### config.mk
export PLATFORM = sky130hd
export DESIGN_NAME = mem_bus_arbiter
export DESIGN_NICKNAME = d
export VERILOG_FILES = /design/src/rtl/mem_bus_arbiter.sv
export SDC_FILE = /design/constraint.sdc
export NUM_CORES = 1
export LEC_CHECK = 0
export ABC_AREA = 1
export CAP_MARGIN = 30
export CORE_UTILIZATION = 28
export DETAILED_ROUTE_END_ITERATION = 16
export PLACE_DENSITY = 0.66
export SLEW_MARGIN = 15
export SYNTH_ARGS = -nofsm -noshare
export SYNTH_HDL_FRONTEND = slang
export SYNTH_SLANG_ARGS = --single-unit
### constraint.sdc
create_clock -name clk -period 3.88 [get_ports clk]
set_input_delay 0.388 -clock clk [delete_from_list [all_inputs] [get_ports clk]]
set_output_delay 0.388 -clock clk [all_outputs]
set_load 0.05 [all_outputs]
### src/rtl/mem_bus_arbiter.sv
// Two-master round-robin arbiter for one 8-bit memory port with programmable wait states.
// Optional macro LOCK_EN adds lock0/lock1 inputs that keep the bus with the current owner.
module mem_bus_arbiter #(
  parameter int ADDR_W      = 16,
  parameter int DATA_W      = 8,
  parameter int WAIT_STATES = 0
) (
  input  logic              clk,
  input  logic              rst,
  input  logic              req0,
  input  logic              we0,
  input  logic [ADDR_W-1:0] addr0,
  input  logic [DATA_W-1:0] wdata0,
  input  logic              req1,
  input  logic              we1,
  input  logic [ADDR_W-1:0] addr1,
  input  logic [DATA_W-1:0] wdata1,
`ifdef LOCK_EN
  input  logic              lock0,
  input  logic              lock1,
`endif
  output logic              gnt0,
  output logic              gnt1,
  output logic              ack0,
  output logic              ack1,
  output logic [DATA_W-1:0] rdata,
  output logic [ADDR_W-1:0] mem_addr,
  output logic [DATA_W-1:0] mem_dout,
  output logic              mem_we,
  output logic              mem_re,
  input  logic [DATA_W-1:0] mem_din,
  output logic              busy
);

  typedef enum logic [1:0] {IDLE, ACCESS, COMPLETE} state_t;

  state_t      r_state, w_next;
  logic        r_prio, r_owner, r_we;
  logic [3:0]  r_cnt;
  logic        w_grant, w_sel, w_hold, w_own_lock;

`ifdef LOCK_EN
  logic r_locked;
  assign w_hold     = r_locked;
  assign w_own_lock = r_owner ? lock1 : lock0;
`else
  assign w_hold     = 1'b0;
  assign w_own_lock = 1'b0;
`endif

  assign busy = (r_state != IDLE);

  always_ff @(negedge clk or posedge rst) begin
    if (rst) r_state <= IDLE;
    else     r_state <= w_next;
  end

  always_comb begin
    w_next  = r_state;
    w_grant = 1'b0;
    w_sel   = r_prio;
    case (r_state)
      IDLE: begin
        // While locked only the owner may be granted; the other side waits.
        if (w_hold) begin
          w_sel   = r_owner;
          w_grant = r_owner ? req1 : req0;
        end else if (req0 && req1) begin
          w_sel   = r_prio;
          w_grant = 1'b1;
        end else if (req0 || req1) begin
          w_sel   = req1;
          w_grant = 1'b1;
        end
        if (w_grant) w_next = ACCESS;
      end
      ACCESS:   if (r_cnt == '0) w_next = COMPLETE;
      COMPLETE: w_next = IDLE;
      default:  w_next = IDLE;
    endcase
  end

  always_ff @(negedge clk or posedge rst) begin
    if (rst) begin
      r_prio   <= 1'b0;
      r_owner  <= 1'b0;
      r_we     <= 1'b0;
      r_cnt    <= '0;
      gnt0     <= 1'b0;
      gnt1     <= 1'b0;
      ack0     <= 1'b0;
      ack1     <= 1'b0;
      rdata    <= '0;
      mem_addr <= '0;
      mem_dout <= '0;
      mem_we   <= 1'b0;
      mem_re   <= 1'b0;
`ifdef LOCK_EN
      r_locked <= 1'b0;
`endif
    end else begin
      ack0 <= 1'b0;
      ack1 <= 1'b0;
      case (r_state)
        IDLE: if (w_grant) begin
          r_owner  <= w_sel;
          r_we     <= w_sel ? we1 : we0;
          mem_addr <= w_sel ? addr1 : addr0;
          mem_dout <= w_sel ? wdata1 : wdata0;
          mem_we   <= w_sel ? we1 : we0;
          mem_re   <= w_sel ? !we1 : !we0;
          gnt0     <= !w_sel;
          gnt1     <= w_sel;
          r_cnt    <= 4'(WAIT_STATES);
        end
        ACCESS: begin
          if (r_cnt == '0) begin
            mem_we <= 1'b0;
            mem_re <= 1'b0;
          end else begin
            r_cnt <= r_cnt - 4'd1;
          end
        end
        COMPLETE: begin
          if (!r_we) rdata <= mem_din;
          ack0   <= !r_owner;
          ack1   <= r_owner;
          gnt0   <= 1'b0;
          gnt1   <= 1'b0;
          r_prio <= w_own_lock ? r_owner : !r_owner;
`ifdef LOCK_EN
          r_locked <= w_own_lock;
`endif
        end
        default: ;
      endcase
    end
  end

endmodule
==> flow_summary.ini <==
[global_route]
grt_pass1_vias = 2010
antenna_found_initial = 0
grt_max_degree = 28
grt.total_usage_pct = 13.91
grt_pass1_wl_mm = 9.197
overflow = 0

[critical_path]
path_class = register to output port
crit_slowest_cell = clkdlybuf4s50_1
endpoint_kind = output port
cpPeakStageDelay_ps = 790
cp-start-kind = register
path_cells = clkdlybuf4s50_1
cp_max_fo = 2
crit_arrival_ps = 3440
crit_required_ps = 3490
crit_family = buffers and inverters
cp_num_buf_inv = 1

[run]
drv_cap = 0

[clocking]
cts_buffers = 5
postCtsSetupBuffers = 0
numClockSinks = 47
clk_latency_ps = 300
cts_buffer_depth = 2
h-tree-depth = 2
cts_hold_buf = 0
clk_pin_slew_ps = 60
cts-resized-gates = 0
cts_tree = done
root_buffer = clkbuf_8

[pwr]
p_leak_nw = 1.795
vdd_drop_max_uv = 367.4
power_density_mw_per_mm2 = 931.0
total_power_mw = 3.168

[final_layout]
regArea_mm2 = 0.001176
n_fill_cell = 814
n_antenna_cell = 0
syn_to_final_growth_pct = 53.50
final_layout_size_suffix_gt1_share_pct = 18.73
final_common_cell = nand2_1
multiInputGateArea_um2 = 868.3
final_cell_mix = 117 x nand2_1, 62 x clkdlybuf4s50_1, 47 x dfrtn_1
fin_nets = 442

[die]
die_h_um = 90.99
ioPinCount = 101
dieArea_mm2 = 0.008278
rows = 32
core-area_mm2 = 0.007687
start_util_pct = 28.84
dieWidth_um = 90.99

[yosys]
synthDistinctLibCells = 23
synthXorXnorAreaFrac_pct = 0
syn-num-nets = 337
yosysWarnings = 0
yosys.area_share.simple_pct = 26.47
synthCells = 273
synth_fa_ha_area_share_pct = 1.129
synth_top_family_by_area = simple AND/OR/NAND/NOR gates
synth_area_mm2 = 0.002217
synth_area_per_cell_um2 = 8.121
synth_compound_area_share_pct = 11.57
synth_seq_cells = 47
muxShareOfSynthArea_pct = 0
seq_area_frac_synth_pct = 53.05

[place]
place_congestion = 0.7555
io_buffers = 100
hpwlAfterDp_mm = 4.119
place_ws_ps = -82.06

[route]
ant_nets = 0
drt-initial-drc-count = 104
drc = 0
routed_via_density = 4.233
wire_per_inst_um = 11.22
finalWirelength_mm = 5.396
first_pass_iters = 4
num_vias = 2036

[sta]
clock_skew_ps = 6.702
timing.hold.ws_ps = 367.9
finalSetupViolCount = 0
slew_headroom_pct = 54.09
finalWorstSetupSlack_ps = 48.46
rsz0062_at_grt = no
finalMaxSlewViolations = 0
timing_hold_violations_final = 0
tns_ps = 0
worst_pin_slew_ps = 688.7

[min_path]
worstHoldPathType = register to register

[status]
outcome = finished clean
==> flip-flops by register name (all words and copies together), names as in the netlist <==
register / cells
mem_dout: 8
r_we: 1
rdata: 8
mem_re: 1
r_cnt: 4
gnt0: 1
r_owner: 1
ack0: 1
r_prio: 1
r_state: 2
mem_addr: 16
gnt1: 1
ack1: 1
mem_we: 1
==> through the flow <==
stage	instance area, µm²	std cells	util (%)
after global routing	3403	481	44.27
final	3403	481	44.27
after global placement	3278	473	42.64
after detailed placement	3278	473	42.64
after CTS	3393	481	44.14
after floorplan	2217	273	-
==> cells in the mapped netlist <==
master    instances  share of area [%]
nor2_4            1               0.51
buf_2             8                1.8
nor2_2            1               0.28
nor2_1            8                1.4
buf_12            1               0.90
inv_2             3               0.51
nand3_1          13                2.9
nor3_1            2               0.45
nand2_2           3               0.85
or2_1             1               0.28
o211a_1           1               0.45
clkbuf_1          1               0.17
ha_1              2                1.1
buf_4             1               0.34
o21ai_1           9                2.0
o21ai_2           9                3.6
buf_6             1               0.51
a21oi_1           2               0.45
o21ai_0          20                4.5
dfrtn_1          47                 53
inv_1            21                3.6
o211ai_2          1               0.56
nand2_1         117                 20
==> routing by layer <==
layer / routed length, µm / track usage, %
met2: 2635 / 24.12
met1: 2307 / 16.74
met4: 61 / 3.571
met5: 0 / 0
met3: 392 / 4.271
==> area by class of cell <==
| cell class | instances | area share [%] |
|---|---|---|
| flip-flops and latches | 47 | 34.56 |
| repair buffers | 110 | 30.15 |
| multi-input cells | 190 | 25.51 |
| well taps | 102 | 3.750 |
| inverters | 24 | 2.647 |
| clock buffers | 5 | 2.022 |
| clock inverters | 3 | 1.360 |
==> cell families (layout without fill, tap and decap cells) <==
logic type,count (synthesis),count (layout)
fa+ha+maj,2,2
buf+inv,36,142
compound gates,42,42
flops,47,47
simple gates,146,146
==> worst paths after layout <==
path,to,cells past startpoint,start,slack [ps]
hold reg to reg,ack0,1,r_owner,370
setup / recovery,rdata[2],1,rdata[2],50
hold / removal,ack0,1,r_owner,370
max in group asynchronous,mem_addr[11],3,rst,1090
setup reg to reg,rdata[0],6,r_state[1],2330
min in group asynchronous,mem_dout[0],2,rst,2230
==> report_power, final <==
part | internal, mW | leakage, nW | total, mW | switching, mW
clock network | 0.194 | 0.0548 | 0.368 | 0.174
registers | 0.750 | 0.571 | 0.891 | 0.141
logic | 0.610 | 1.17 | 1.91 | 1.30
Note: power is estimated with default switching activity, not from simulation.
